## src/rtl/demux_dispatch_ctrl.sv

```systemverilog
// Single-word dispatch controller: holds one source word and hands it to one of
// four demux lanes chosen round-robin, abandoning a lane that does not ack in time.
module demux_dispatch_ctrl #(
  parameter int DATA_WIDTH = 1,
  parameter int TIMEOUT    = 15
) (
  input  logic                  clk,
  input  logic                  rst_n,
  input  logic [DATA_WIDTH-1:0] in_data,
  input  logic                  in_valid,
  output logic                  in_ready,
  input  logic [3:0]            req,
  input  logic [3:0]            ack,
  output logic [1:0]            select,
  output logic                  enable,
  output logic [DATA_WIDTH-1:0] data_out,
  output logic                  busy,
  output logic                  timeout_err
);

  typedef enum logic [1:0] {
    IDLE     = 2'd0,
    ARB      = 2'd1,
    WAIT_ACK = 2'd2
  } state_t;

  localparam logic [7:0] TIMEOUT_C = 8'(TIMEOUT);

  state_t                state, state_next;
  logic [1:0]            select_next;
  logic [1:0]            last, last_next;
  logic [DATA_WIDTH-1:0] data_next;
  logic [7:0]            count, count_next;
  logic                  enable_next;
  logic                  terr_next;
  logic                  grant_valid;
  logic [1:0]            grant_lane;

  // Rotating priority starting after the last served lane; scanning from the
  // farthest candidate down lets the nearest requester overwrite the result.
  always_comb begin
    grant_valid = 1'b0;
    grant_lane  = 2'd0;
    for (int k = 4; k >= 1; k--) begin
      if (req[2'(last + 2'(k))]) begin
        grant_valid = 1'b1;
        grant_lane  = 2'(last + 2'(k));
      end
    end
  end

  always_comb begin
    state_next  = state;
    select_next = select;
    last_next   = last;
    data_next   = data_out;
    count_next  = count;
    enable_next = 1'b0;
    terr_next   = 1'b0;
    case (state)
      IDLE: begin
        if (in_valid) begin
          data_next  = in_data;
          state_next = ARB;
        end
      end
      ARB: begin
        if (grant_valid) begin
          select_next = grant_lane;
          count_next  = 8'd0;
          enable_next = 1'b1;
          state_next  = WAIT_ACK;
        end
      end
      WAIT_ACK: begin
        enable_next = 1'b1;
        if (ack[select]) begin
          last_next   = select;
          enable_next = 1'b0;
          state_next  = IDLE;
        end else begin
          count_next = count + 8'd1;
          if (count + 8'd1 == TIMEOUT_C) begin
            terr_next   = 1'b1;
            last_next   = select;
            enable_next = 1'b0;
            state_next  = ARB;
          end
        end
      end
      default: begin
        state_next = IDLE;
      end
    endcase
  end

  always_ff @(posedge clk or negedge rst_n) begin
    if (!rst_n) begin
      state       <= IDLE;
      select      <= 2'd0;
      last        <= 2'd3;
      data_out    <= '0;
      count       <= 8'd0;
      enable      <= 1'b0;
      timeout_err <= 1'b0;
    end else begin
      state       <= state_next;
      select      <= select_next;
      last        <= last_next;
      data_out    <= data_next;
      count       <= count_next;
      enable      <= enable_next;
      timeout_err <= terr_next;
    end
  end

  assign in_ready = (state == IDLE);
  assign busy     = (state != IDLE);

endmodule

```

## config.mk

```make
export PLATFORM = sky130hd
export DESIGN_NAME = demux_dispatch_ctrl
export DESIGN_NICKNAME = d
export VERILOG_FILES = /design/src/rtl/demux_dispatch_ctrl.sv
export SDC_FILE = /design/constraint.sdc
export NUM_CORES = 1
export LEC_CHECK = 0
export BUFFER_PORTS_ARGS = -buffer_cell sky130_fd_sc_hd__buf_2
export CAP_MARGIN = 20
export CORE_MARGIN = 2
export CORE_UTILIZATION = 40
export CTS_BUF_LIST = sky130_fd_sc_hd__clkbuf_16
export DETAILED_ROUTE_END_ITERATION = 8
export PLACE_DENSITY = 0.69
export REMOVE_ABC_BUFFERS = 1
export SETUP_SLACK_MARGIN = 0.05
export SYNTH_ARGS = -nofsm -noshare
export SYNTH_HDL_FRONTEND = slang
export SYNTH_SLANG_ARGS = --single-unit
```

## constraint.sdc

```tcl
create_clock -name clk -period 1.9 [get_ports clk]
set_input_delay 0.19 -clock clk [delete_from_list [all_inputs] [get_ports clk]]
set_output_delay 0.19 -clock clk [all_outputs]
set_load 0.02 [all_outputs]
```

== Word-level counts from Yosys, hierarchy flattened ==
Cells that the tools add are included.
Operators by class
  $add $sub $neg: 4
  magnitude comparators: 5
  eq/ne operators: 7
  multiplexer cells: 35
  reductions and logical operators: 9
Operator list (count)
  $mux W2: 10
  $mux W8: 2
  $pmux W8 S2: 1
  $lt A2 B3 Y1 const B: 5
  $mux W1: 15
  $bmux W1 S2: 5
  $add A8 B1 Y8 const B: 1
  $eq A8 B4 Y1 const B: 1
  $ne A2 B2 Y1 const B: 3
  $pmux W2 S3: 1
  $reduce_and A2 Y1: 3
  $reduce_and A3 Y1: 2
  $reduce_bool A2 Y1: 3
  $add A2 B2 Y2 const B: 2
  $ne A3 B3 Y1 const B: 1
  $add A2 B1 Y2 const B: 1
  $eq A2 B1 Y1 const B: 1
  $eq A2 B2 Y1 const B: 1
  $logic_not A2 Y1: 1
  $pmux W1 S2: 1
Word-level totals
  register bits after elaboration: 17
  input port bits: 12
  output and inout port bits: 7
  word-level logic and storage cells: 67

== Longest topological paths before layout ==
  depth after elaboration: 8
  depth in mapped cells: 7
  mapped depth without buffers: 6

== Least setup slack after synthesis ==
Ideal clock, no wire load.
  path kind: flip-flop to flip-flop
  from: register select[0]
  to: register count[6]
  setup time: 0.090 ns
  arrival time: 1.863 ns
  required time: 1.810 ns
  slack: -0.053 ns
  cell stages (with the launch flop): 6
  path buffers: 1
  period minus slack after synthesis: 1.953 ns
  path through: dfrtp_1 -> mux4_2 -> a211o_1 -> buf_6 -> or3_1 -> o221ai_1
On the way
  longest elaborated chain between the ends: 4
Ends and longest elaborated chain
  from (decl): RTL line 14  | output logic [1:0] select,
  from (signal assigned): RTL line 108  | select <= select_next;
  $bmux W1 S2: RTL line 77  | if (ack[select]) begin
  $mux W1 (implied by the code): RTL line 77
  $ne A2 B2 Y1 (no source line)
  $reduce_and A3 Y1 (no source line)
  to (signal assigned): RTL line 111  | count <= count_next;
  to (decl): RTL line 33  | logic [7:0] count, count_next;
No other way between the ends. The select of a mux whose other input is x is not followed.
A chain may end at the register's enable or synchronous reset.

== Worst setup path in the final report ==
  from: register count[0]
  to: register state[1]
On the way
  longest elaborated chain between the ends: 4
Ends and longest elaborated chain
  $add A8 B1 Y8: RTL line 83  | if (count + 8'd1 == TIMEOUT_C) begin
  $eq A8 B4 Y1: RTL line 83
  $ne A3 B3 Y1 (no source line)
  $reduce_and A3 Y1 (no source line)
  to (signal assigned): RTL line 107  | state <= state_next;
  to (decl): RTL line 29  | state_t state, state_next;
No other way between the ends.

==> results.yml <==
hold_path:
  holdPathStages: 2
  hp-class: "in2reg"
grt:
  antenna_found_initial: 0
  grt_pass1_vias: 928
  grtUsageTotal_pct: 15.8
  grt_pass1_wl_mm: 3.94
  grt_overflow: 0
  grt_max_degree: 18
synth:
  synth-seq-cells: 17
  ys_seq_area_share_pct: 40.6
  synthCells: 104
  synth_warnings: 0
  syn-cell-area_um2: 1050
  async_reset_ff_share_pct: 100
  ys.flop_type: "dfrtp_1"
  syn_avg_cell_area_um2: 10.1
  synth_edf_count: 0
  synth_cell_type_count: 38
power:
  leakage_nw: 0.637
  power_density_nw_per_um2: 1310
  ir_drop_mv: 0.864
timing:
  setup_violations: 0
  timing.final.ws_setup_ns: 0.0735
  fin_skew_ns: 0.00180
  report.final.slew_viol_count: 0
  worst_pin_slew_ns: 0.392
  clock.fmax_ghz: 0.548
  rsz0062_at_grt: "true"
  hold_viol_final: 0
  min_period_over_period_pct: 96.1
  slew_headroom_pct: 73.8
  min_period_ns: 1.83
floorplan:
  std_cell_rows: 18
  start_util_pct: 42.5
  dieArea_um2: 3060
  coreArea_um2: 2480
  die_height_um: 55.3
  die_w_um: 55.3
  ios: 19
layout:
  regArea_um2: 430
  syn2layout_area_growth_pct: 37.8
  nets: 158
  n_fill_cell: 205
  multi_input_area_um2: 668
  final_cells: 169
  num_antenna_cells: 0
  layout-drive-gt1-share_pct: 41.0
  fin_area_um2: 1450
cts:
  clk-insertion-delay-late_ns: 0.25
  cts_tree: "built"
  cts_root_buf: "clkbuf_16"
  htree_levels: 1
  cts-buffers-inserted: 3
  clk_pin_slew_ns: 0.05
  cts_sinks: 17
  clockBufferDepth: 2
drt:
  initialDrtViolationCount: 19
  drt_pass1_iterations: 4
  via_count: 940
  drc: 0
  avgRoutedWirePerCell_um: 14.0
  viasPerCell: 5.56
  wl_mm: 2.37
  route.antenna.remaining_nets: 0
critical_path:
  path_class: "reg2reg"
  end_kind: "register"
  path_max_fanout: 4
  cp.required_ns: 2.03
  crit_path_start_kind: "register"
  r2r_cells: 6
  cp.arrival_ns: 1.96
placement:
  dp_hpwl_mm: 1.73
  io_buffers: 18
  placed_area_um2: 1240
  gp_congestion: 0.848
  pre_cts_ws_ns: 0.00865
  place_inst: 161
flow_run:
  maxCapViolCount: 0
run_status:
  status: "finished, final reports clean"
==> cell usage after synthesis, drive strengths merged (3+ instances only) <==
library cell	count	area (µm²)
dfrtp	15	375
inv	10	37.5
nand2	8	30.0
ha	6	75.1
mux2	4	45.0
nand2b	4	25.0
o21ai	4	20.0
o2bb2ai	4	35.0
a211o	3	26.3
nand3	3	15.0
nor3	3	15.0
o221ai	3	26.3
xor2	3	26.3
==> path summary, 6_finish.rpt <==
path,startpoint,to,slack [ns]
setup / recovery,count[0],state[1],0.07
hold / removal,in_data,data_out,0.17
setup reg to reg,count[0],state[1],0.07
hold reg to reg,data_out,data_out,0.51
max in group asynchronous,rst_n,last[1],1.18
min in group asynchronous,rst_n,count[0],0.40
==> stage by stage <==
step / hold slack [ns] / util [%] / TNS [ns] / total power, mW
final: 0.174 / 58.6 / 0 / 1.91
after global routing: 0.180 / 58.6 / 0 / 2.04
after CTS: 0.173 / 54.4 / 0 / 1.81
after detailed placement: 0.141 / 50.3 / 0 / 1.36
after global placement: 0.132 / 50.3 / 0 / 1.32
after floorplan: -0.106 / - / -0.177 / 1.07
==> power by group <==
group	switching, mW	internal [mW]	total [mW]
Clock	0.142	0.282	0.424
Sequential	0.107	0.481	0.587
Combinational	0.450	0.444	0.894
==> logic make-up after synthesis <==
logic type	after synthesis	share of synthesized area [%]
AOI/OAI and AO/OA	27	19.4
xor gates and xnor gates	3	2.49
adders and majority gates	6	7.13
buffers and inverters	11	4.63
DFF	17	40.6
muxes	6	7.36
and+or+nand+nor	34	18.4
==> placed cells by master, fill, tap and decap left out, drive strengths merged, types with 3 or more instances in the layout <==
| master | netlist | routed |
|---|---|---|
| a211o | 3 | 3 |
| buf | 1 | 31 |
| clkbuf | 0 | 3 |
| dfrtp | 15 | 15 |
| ha | 6 | 6 |
| inv | 10 | 10 |
| mux2 | 4 | 4 |
| nand2 | 8 | 8 |
| nand2b | 4 | 4 |
| nand3 | 3 | 3 |
| nor3 | 3 | 3 |
| o21ai | 4 | 4 |
| o221ai | 3 | 3 |
| o2bb2ai | 4 | 4 |
| xor2 | 3 | 3 |
==> registers in the layout, summed over array words and instances (netlist names) <==
signal and cells:
count 8, last 2, select 2, state 2, data_out 1, enable 1
timeout_err 1
==> cell type report <==
class                      count  share of cell area (%)
multi-input combinational     76                    46.0
clock buffer                   3                    5.17
tap                           30                    2.59
sequential                    17                    29.7
clock inverter                 1                   0.345
timing repair buffer          32                    13.6
inverter                      10                    2.59
==> timing repair <==
item	CTS	global route
endpoints found under the hold margin	15	0
setup endpoints to repair	3	10
pin swaps	1	6
gates resized for setup	1	18
cloned	0	0
buffers inserted	1	2
hold buffers	1	0
==> critical path: stages (launching register included) <==
cell and delay, ns:
dfrtp_2 0.44, inv_2 0.08, ha_4 0.12, nor4bb_4 0.27, o211ai_1 0.22, a31o_2 0.32, mux2_2 0.26
==> layer usage <==
| metal | vias to the layer above | part of all wire, % | track usage, % |
|---|---|---|---|
| li1 | 457 | - | - |
| met1 | 462 | 41 | 17.8 |
| met2 | 19 | 55 | 28.6 |
| met3 | 2 | 4.1 | 4.68 |
| met4 | 0 | 0.55 | 4.18 |
| met5 | - | 0 | 0 |
Power figures use the tool's default switching activity.
